### config.mk
export PLATFORM = sky130hd
export DESIGN_NAME = cp0_unit_flat
export DESIGN_NICKNAME = d
export VERILOG_FILES = /design/src/rtl/cp0_pkg.sv /design/src/rtl/cp0_if.sv /design/src/rtl/cp0_unit.sv /design/src/flat_wrapper.sv
export SDC_FILE = /design/constraint.sdc
export NUM_CORES = 1
export LEC_CHECK = 0
export ABC_CLOCK_PERIOD_IN_PS = 1800
export CAP_MARGIN = 20
export CORE_ASPECT_RATIO = 1.1
export CORE_MARGIN = 2
export CORE_UTILIZATION = 58
export CTS_CLUSTER_SIZE = 30
export DETAILED_ROUTE_END_ITERATION = 8
export DONT_BUFFER_PORTS = 1
export PLACE_DENSITY = 0.73
export SETUP_SLACK_MARGIN = 0.1
export SKIP_LAST_GASP = 1
export SLEW_MARGIN = 30
export SYNTH_ARGS = -nofsm -noshare
export SYNTH_HDL_FRONTEND = slang
export SYNTH_SLANG_ARGS = --single-unit
### constraint.sdc
create_clock -name clk -period 1.8 [get_ports clk]
set_input_delay 0.18 -clock clk [delete_from_list [all_inputs] [get_ports clk]]
set_output_delay 0.18 -clock clk [all_outputs]
set_load 0.01 [all_outputs]
### src/rtl/cp0_pkg.sv
// Shared constants for the coprocessor 0 block: register numbers,
// field positions inside SR/Cause, exception codes and the handler vector.
package cp0_pkg;

   localparam int CP0_ADDR_W = 5;

   // CP0 register numbers
   localparam logic [CP0_ADDR_W-1:0] CP0_SR    = 5'd12;
   localparam logic [CP0_ADDR_W-1:0] CP0_CAUSE = 5'd13;
   localparam logic [CP0_ADDR_W-1:0] CP0_EPC   = 5'd14;
   localparam logic [CP0_ADDR_W-1:0] CP0_PRID  = 5'd15;

   // Field positions in SR and Cause
   localparam int IM_HI   = 15;
   localparam int IM_LO   = 10;
   localparam int EXL_BIT = 1;
   localparam int IE_BIT  = 0;
   localparam int BD_BIT  = 31;
   localparam int EXC_HI  = 6;
   localparam int EXC_LO  = 2;

   // ExcCode values
   localparam logic [4:0] EXC_INT  = 5'd0;
   localparam logic [4:0] EXC_ADEL = 5'd4;
   localparam logic [4:0] EXC_ADES = 5'd5;
   localparam logic [4:0] EXC_RI   = 5'd10;
   localparam logic [4:0] EXC_OV   = 5'd12;

   // Fetch redirect target whenever req is taken
   localparam logic [31:0] HANDLER_PC = 32'h0000_4180;

endpackage

### src/rtl/cp0_if.sv
// M-stage to CP0 bundle: mtc0/mfc0 access, exception inputs, interrupt
// lines, and the req/read-data/EPC results going back to the pipeline.
interface cp0_if
   import cp0_pkg::*;
#(
   parameter int HW_INT_W = 6
);
   logic                  we;
   logic [CP0_ADDR_W-1:0] addr;
   logic [31:0]           din;
   logic [31:0]           vpc;
   logic                  bd_in;
   logic [4:0]            exc_in;
   logic                  exl_clr;
   logic [HW_INT_W-1:0]   hw_int;
   logic                  req;
   logic [31:0]           dout;
   logic [31:0]           epc_out;

   modport master (
      output we, addr, din, vpc, bd_in, exc_in, exl_clr, hw_int,
      input  req, dout, epc_out
   );

   modport slave (
      input  we, addr, din, vpc, bd_in, exc_in, exl_clr, hw_int,
      output req, dout, epc_out
   );
endinterface

### src/rtl/cp0_unit.sv
// Coprocessor 0: arbitrates hardware interrupts against M-stage exceptions,
// holds SR/Cause/EPC/PRId and serves mfc0 reads and the eret EPC.
module cp0_unit
   import cp0_pkg::*;
#(
   parameter logic [31:0] PRID_VAL = 32'h4255_4141,
   parameter int          HW_INT_W = 6
) (
   input  logic clk,
   input  logic reset,
   cp0_if.slave bus
);

   // Architectural state (only the implemented fields are stored)
   logic [HW_INT_W-1:0] r_im;
   logic                r_exl;
   logic                r_ie;
   logic                r_bd;
   logic [HW_INT_W-1:0] r_ip;
   logic [4:0]          r_exc_code;
   logic [31:0]         r_epc;

   logic        w_int_req;
   logic        w_exc_req;
   logic        w_req;
   logic [31:0] w_sr;
   logic [31:0] w_cause;
   logic [31:0] w_dout;

   // EXL masks both sources, so a handler is never re-entered until eret.
   assign w_int_req = r_ie & ~r_exl & (|(bus.hw_int & r_im));
   assign w_exc_req = ~r_exl & (bus.exc_in != 5'd0);
   assign w_req     = ~reset & (w_int_req | w_exc_req);

   assign bus.req     = w_req;
   assign bus.epc_out = r_epc;
   assign bus.dout    = w_dout;

   // Assemble the SR/Cause read images and select mfc0 data (no write-through)
   always_comb begin
      w_sr                        = '0;
      w_sr[IM_LO +: HW_INT_W]     = r_im;
      w_sr[EXL_BIT]               = r_exl;
      w_sr[IE_BIT]                = r_ie;

      w_cause                     = '0;
      w_cause[BD_BIT]             = r_bd;
      w_cause[IM_LO +: HW_INT_W]  = r_ip;
      w_cause[EXC_HI:EXC_LO]      = r_exc_code;

      w_dout = '0;
      case (bus.addr)
         CP0_SR:    w_dout = w_sr;
         CP0_CAUSE: w_dout = w_cause;
         CP0_EPC:   w_dout = r_epc;
         CP0_PRID:  w_dout = PRID_VAL;
         default:   w_dout = '0;
      endcase
   end

   // Register update: taking an exception squashes the same-cycle mtc0/eret,
   // while Cause.IP tracks the interrupt lines every cycle.
   always_ff @(posedge clk) begin
      if (reset) begin
         r_im       <= '0;
         r_exl      <= 1'b0;
         r_ie       <= 1'b0;
         r_bd       <= 1'b0;
         r_ip       <= '0;
         r_exc_code <= '0;
         r_epc      <= '0;
      end else begin
         r_ip <= bus.hw_int;
         if (w_req) begin
            r_exl      <= 1'b1;
            r_exc_code <= w_int_req ? EXC_INT : bus.exc_in;
            r_bd       <= bus.bd_in;
            r_epc      <= bus.bd_in ? (bus.vpc - 32'd4) : bus.vpc;
         end else begin
            if (bus.we && (bus.addr == CP0_SR)) begin
               r_im  <= bus.din[IM_LO +: HW_INT_W];
               r_exl <= bus.din[EXL_BIT];
               r_ie  <= bus.din[IE_BIT];
            end
            if (bus.we && (bus.addr == CP0_EPC)) begin
               r_epc <= bus.din;
            end
            // Placed after the SR write so eret wins the EXL bit.
            if (bus.exl_clr) begin
               r_exl <= 1'b0;
            end
         end
      end
   end

endmodule

### src/flat_wrapper.sv
// flat-port wrapper written by rule: the top's interface ports become plain ports
module cp0_unit_flat import cp0_pkg::*;
#(
   parameter logic [31:0] PRID_VAL = 32'h4255_4141,
   parameter int          HW_INT_W = 6
)
  (clk, reset, bus_we, bus_addr, bus_din, bus_vpc, bus_bd_in, bus_exc_in, bus_exl_clr, bus_hw_int, bus_req, bus_dout, bus_epc_out);
  cp0_if #(.HW_INT_W(HW_INT_W)) bus_i ();
  input  logic clk;
  input  logic reset;
  input wire logic [$bits(bus_i.we)-1:0] bus_we;
  input wire logic [$bits(bus_i.addr)-1:0] bus_addr;
  input wire logic [$bits(bus_i.din)-1:0] bus_din;
  input wire logic [$bits(bus_i.vpc)-1:0] bus_vpc;
  input wire logic [$bits(bus_i.bd_in)-1:0] bus_bd_in;
  input wire logic [$bits(bus_i.exc_in)-1:0] bus_exc_in;
  input wire logic [$bits(bus_i.exl_clr)-1:0] bus_exl_clr;
  input wire logic [$bits(bus_i.hw_int)-1:0] bus_hw_int;
  output wire logic [$bits(bus_i.req)-1:0] bus_req;
  output wire logic [$bits(bus_i.dout)-1:0] bus_dout;
  output wire logic [$bits(bus_i.epc_out)-1:0] bus_epc_out;
  assign bus_i.we = bus_we;
  assign bus_i.addr = bus_addr;
  assign bus_i.din = bus_din;
  assign bus_i.vpc = bus_vpc;
  assign bus_i.bd_in = bus_bd_in;
  assign bus_i.exc_in = bus_exc_in;
  assign bus_i.exl_clr = bus_exl_clr;
  assign bus_i.hw_int = bus_hw_int;
  assign bus_req = bus_i.req;
  assign bus_dout = bus_i.dout;
  assign bus_epc_out = bus_i.epc_out;
  cp0_unit #(.PRID_VAL(PRID_VAL), .HW_INT_W(HW_INT_W)) u_core (.clk(clk), .reset(reset), .bus(bus_i));
endmodule
# Yosys cells after proc, flatten, opt, wreduce, memory -nomap -nowiden
# Index checks and enable logic that the tools add are counted.
# totals
input_bits	85
reg_bits	52
wordCells	36
# op_classes
n_addsub	1
bitwise	9
eq_ne	4
mux	8
reduce_logical	7
# op_table
cell	n
$pmux W32 S4	1
$mux W32	3
$sub A32 B3 Y32 const B	1
$eq A5 B4 Y1 const B	4
$and A6 B6 Y6	1
$reduce_or A6 Y1	1
$mux W5	1
$reduce_bool A5 Y1	1
$and A1 B1 Y1	4
$mux W1	3
$not A1 Y1	3
$reduce_bool A3 Y1	1
$logic_and A1 B1 Y1	2
$reduce_and A2 Y1	1
$reduce_bool A2 Y1	1
$or A1 B1 Y1	1

# Logic depth before layout (Yosys ltp)
# logic_depth
ltp_word	7
depth_mapped	7

# Worst setup path after synthesis
# OpenSTA, ideal clock, no wires.
# synth_path
path_type	input port to flip-flop
from	input port bus_vpc[26]
to	register u_core.r_epc[31], in the netlist u_core.bus.epc_out[31]
n_path_buf	0
cell_stages	4
setup_slack_ns	-0.070
arrival_time_ns	1.779
setup_time_ns	0.091
required_ns	1.709
cell_sequence	or4_4 > or3_4 > or4b_1 > a311oi_1
# synth_between
elab_chain_cells	3
# synth_lines
element	line_no	text
from (decl)	flat_wrapper.sv:14	input wire logic [$bits(bus_i.vpc)-1:0] bus_vpc;
$sub A32 B3 Y32	cp0_unit.sv:78	r_epc <= bus.bd_in ? (bus.vpc - 32'd4) : bus.vpc;
$mux W32	cp0_unit.sv:78	
$mux W32	cp0_unit.sv:74	if (w_req) begin
to (signal assigned)	cp0_unit.sv:78	
to (signal assigned)	cp0_unit.sv:86	r_epc <= bus.din;
to (decl)	cp0_unit.sv:21	logic [31:0] r_epc;
# Every way passes these cells.
# A chain may end at the register's enable or synchronous reset.

# Final worst setup path
# layout_path
from	register u_core.r_im[4]
to	output port bus_req
# layout_between
elab_chain_cells	5
# layout_lines
element	line_no	text
from (decl)	cp0_unit.sv:15	logic [HW_INT_W-1:0] r_im;
from (signal assigned)	cp0_unit.sv:81	r_im <= bus.din[IM_LO +: HW_INT_W];
$and A6 B6 Y6	cp0_unit.sv:31	assign w_int_req = r_ie & ~r_exl & (|(bus.hw_int & r_im));
$reduce_or A6 Y1	cp0_unit.sv:31	
$and A1 B1 Y1	cp0_unit.sv:31	
$or A1 B1 Y1	cp0_unit.sv:33	assign w_req = ~reset & (w_int_req | w_exc_req);
$and A1 B1 Y1	cp0_unit.sv:33	
to (decl)	flat_wrapper.sv:19	output wire logic [$bits(bus_i.req)-1:0] bus_req;
# Every way passes these cells.

==> metrics.md <==
| Metric | Value |
|---|---|
| Critical path data arrival time | between 1.5 and 2 ns |
| Die ar. | about 6500 µm² |
| Fmax | 0.585 GHz |
| Clock Skews | about 0.0031 ns |
| Most frequent CP cell | nor2_4 |
| Post-Place Cell Area | 3710 µm² |
| Busiest layer in global routing | met2 |
| M3 GR Usage | 8.28% |
| Vias per cell | about 6.9 |
| #FFs+latches synth | between 50 and 60 |
| Synth warn | 0 |
| Area share of the largest cell type after synthesis | ~31% |
| Sink Count | 52 |
| Final setup violation count | 0 |
| Crit. End Element | output port |
| Largest family of logic cells by synthesized area | simple AND/OR/NAND/NOR gates |
| Core ar. | 5730 µm² |
| Most frequent cell after synthesis | dfxtp_1 |
| First-pass GRT wire length | about 17 mm |
| Global route overflow | 0 |
| Post-Syn Nets | roughly 500 |
| Outcome | finished, final reports clean |
| Drt pass-1 iters | 4 |
| Comb power frac | ~16% |
| Wire per inst | a little over 20 µm |
| Largest stage delay, worst path | between 0.3 and 0.4 ns |
| Critical path launch point type | flip-flop |
| Synth Area in Adders | less than 1% |
| Power Total | roughly 2.7 mW |
| Initial antenna violation count | 2 |
| Top Ports | 150 |
| Crit path buffers/inverters | 1 |
| IO Port Bufs | 0 |
| Critical path data required time | about 1.6 ns |
| Leakage power | 1.42 nW |
| CTS tree | built |
| Clk buf depth | 2 |
| Sequential Power Share | between 50% and 60% |
| Initial Util | between 50% and 60% |
| Clock root buffer | clkbuf_8 |
| Pin count of the biggest net entering global routing | between 40 and 50 |
| CTS clock-pin slew for the worst setup and hold paths | 0.10 ns |
| Synth cell types | between 40 and 50 |
| Chip Height | ~84 µm |
| CP cell instances | a22oi_2 -> a311oi_4 -> buf_12 -> nor2_4 -> nor2_4 |
| Residual DRC | 0 |
| Cells after Synth | about 420 |
| Post-synth top cells | 52 x dfxtp_1, 45 x nor2_1, 33 x clkbuf_1, 31 x and3_1, 29 x a2111oi_0 |
| Post-detail-place hpwl | between 7 and 8 mm |
| Crit path time final | 1.71 ns |
| Sequential share of the synthesized area | 30.6% |
| Synth Flop Type | dfxtp_1 |
| Fin nets | ~510 |
| Clock power share | 32.9% |
| H-Tree Depth | 2 |
| Synth Area in Compound Gates | about 25% |
| Syn Area/Cell | just over 8 µm² |
| Num CTS Buffers | 5 |
| Worst-Skew Late Latency | roughly 0.31 ns |
| Crit Path Class | reg -> out |
| GPL Wtd Cong | roughly 0.89 |
| Pwr Density | 661 nW/µm² |
| Slowest stage cell, crit path | dfxtp_1 |
| GRT Util Overall | between 30% and 40% |
| Synth async-reset ratio | 0% |
| ANT nets after route | 0 |
| Psw | about 750 µW |
| Simple-Gate Fraction of Synth Area | a little under a third |
| Finished layout cell area | between 4000 and 5000 µm² |
| Biggest area consumer among synthesized cells | dfxtp_1 |
| Drt total wl | between 10 and 15 mm |
| P&R area growth vs syn | 18.0% |
| Delay-heaviest family, CP | compound AO/OA/AOI/OAI gates |
| Max Transition Viols Final | 0 |
| Crit share post-route | between 90% and 100% |
| Max_slew headroom | approximately 63% |
| Worst Max-Slew Pin Slew | roughly 0.56 ns |
| XOR/XNOR Fraction of Synth Area | under 10% |
| DR vias | 3508 |
| Mux contribution to synthesized area | roughly 5.3% |
| Int Pwr | between 1.5 and 2 mW |
| Max IR drop VDD | about 0.36 mV |
| Met1 Use GR | approximately two fifths |
| Worst-path fanout max | 3 |
| FP Rows | 29 |
| Share of cells above drive strength 1 | between 15 and 20% |
| Unrepaired setup endpoints after global routing | true |
| Synth Cell Area | 3400 µm² |
| Main area contributors after synthesis | dfxtp_1 31%, a2111oi_0 7.5%, and3_1 5.7%, mux2i_1 5.3%, a311oi_1 5.2% |
| Die width | 77.0 µm |
| Net switching fraction of the power | between 20% and 30% |
| Initial drt markers | about 170 |
| Final number of hold-violating endpoints | 0 |
| Number of global-route vias before repair | 3354 |
| Post-synth EDFFs | 0 |
| Hold crit path type | in -> reg |
| Max Cap Viol | 0 |
| Met2 usage | 54.8% |
==> area by class of cell <==
cell class | instances | area, µm²
diodes | 2 | 5.00
clock buffers | 6 | 82.6
clock inverters | 2 | 38.8
fillers | 481 | 1720
inverters | 4 | 15.0
multi-input cells | 324 | 2330
flip-flops and latches | 52 | 1050
well taps | 77 | 96.3
repair buffers | 40 | 395
==> metrics by stage <==
| step | instances | setup WS [ns] | utilization (%) | setup TNS, ns | hold slack [ns] |
|---|---|---|---|---|---|
| detailed placement | 484 | -0.109 | 64.7 | -0.361 | 0.258 |
| CTS | 501 | 0.0466 | 68.8 | 0 | 0.00730 |
| global route | 507 | 0.0304 | 69.9 | 0 | 0.00961 |
| finish | 507 | 0.0908 | 69.9 | 0 | 0.0109 |
| floorplan | 416 | -0.0609 | - | -0.149 | 0.308 |
| global placement | 484 | -0.0926 | 64.7 | -0.251 | 0.256 |
==> path summary, 6_finish.rpt <==
kind	startpoint	end	slack (ns)	depth (start not counted)
max	u_core.r_im[4]	bus_req	0.09	5
min	bus_hw_int[4]	u_core.r_ip[4]	0.01	1
max reg2reg	u_core.r_im[4]	u_core.r_im[0]	0.11	7
min reg2reg	u_core.r_bd	u_core.r_bd	0.49	2
==> sequential cells by signal (all words and copies together), names as in the netlist <==
| name | cells |
|---|---|
| u_core.bus.epc_out | 32 |
| u_core.r_im | 6 |
| u_core.r_ip | 6 |
| u_core.r_exc_code | 5 |
| u_core.r_bd | 1 |
| u_core.r_exl | 1 |
| u_core.r_ie | 1 |
==> cells by family after synthesis <==
| family | count (synthesis) |
|---|---|
| mux | 18 |
| fa+ha+maj | 1 |
| buf+inv | 40 |
| compound gates | 110 |
| flops | 52 |
| xor+xnor | 12 |
| simple gates | 183 |
==> placed cells by master, fill, tap and decap left out, types with 8 or more instances in the layout <==
master / Yosys / routed
a2111oi_0: 29 / 15
a2111oi_2: 0 / 8
a211oi_1: 13 / 13
a21oi_1: 12 / 12
a311oi_1: 20 / 19
and2_1: 11 / 11
and3_1: 31 / 31
buf_4: 0 / 27
dfxtp_1: 52 / 47
mux2i_1: 18 / 18
nand2_1: 14 / 14
nand2b_1: 16 / 16
nand3_1: 8 / 8
nor2_1: 45 / 43
nor2b_1: 9 / 8
o31ai_1: 12 / 12
or4_1: 13 / 12
==> per-layer routing <==
layer	part of all wire (%)	up-vias
met5	0	-
met4	1.5	0
met3	8.2	16
met2	50	157
met1	41	1700
li1	-	1635
==> timing repair <==
item | 4_1_cts | 5_1_grt
hold endpoints to repair | 40 | 0
setup buffers | 3 | 4
setup endpoints to repair | 10 | 34
pin swaps | 1 | 8
gates resized for setup | 6 | 14
hold buffers | 6 | 0
==> power by group through the flow <==
stage / Combinational (mW) / Clock, mW / Sequential [mW]
finish: 0.431 / 0.871 / 1.35
global route: 0.472 / 0.922 / 1.36
CTS: 0.415 / 0.883 / 1.35
detailed placement: 0.384 / 0 / 1.37
global placement: 0.376 / 0 / 1.37
floorplan: 0.337 / 0 / 1.35
(Power assumes the default switching activity.)
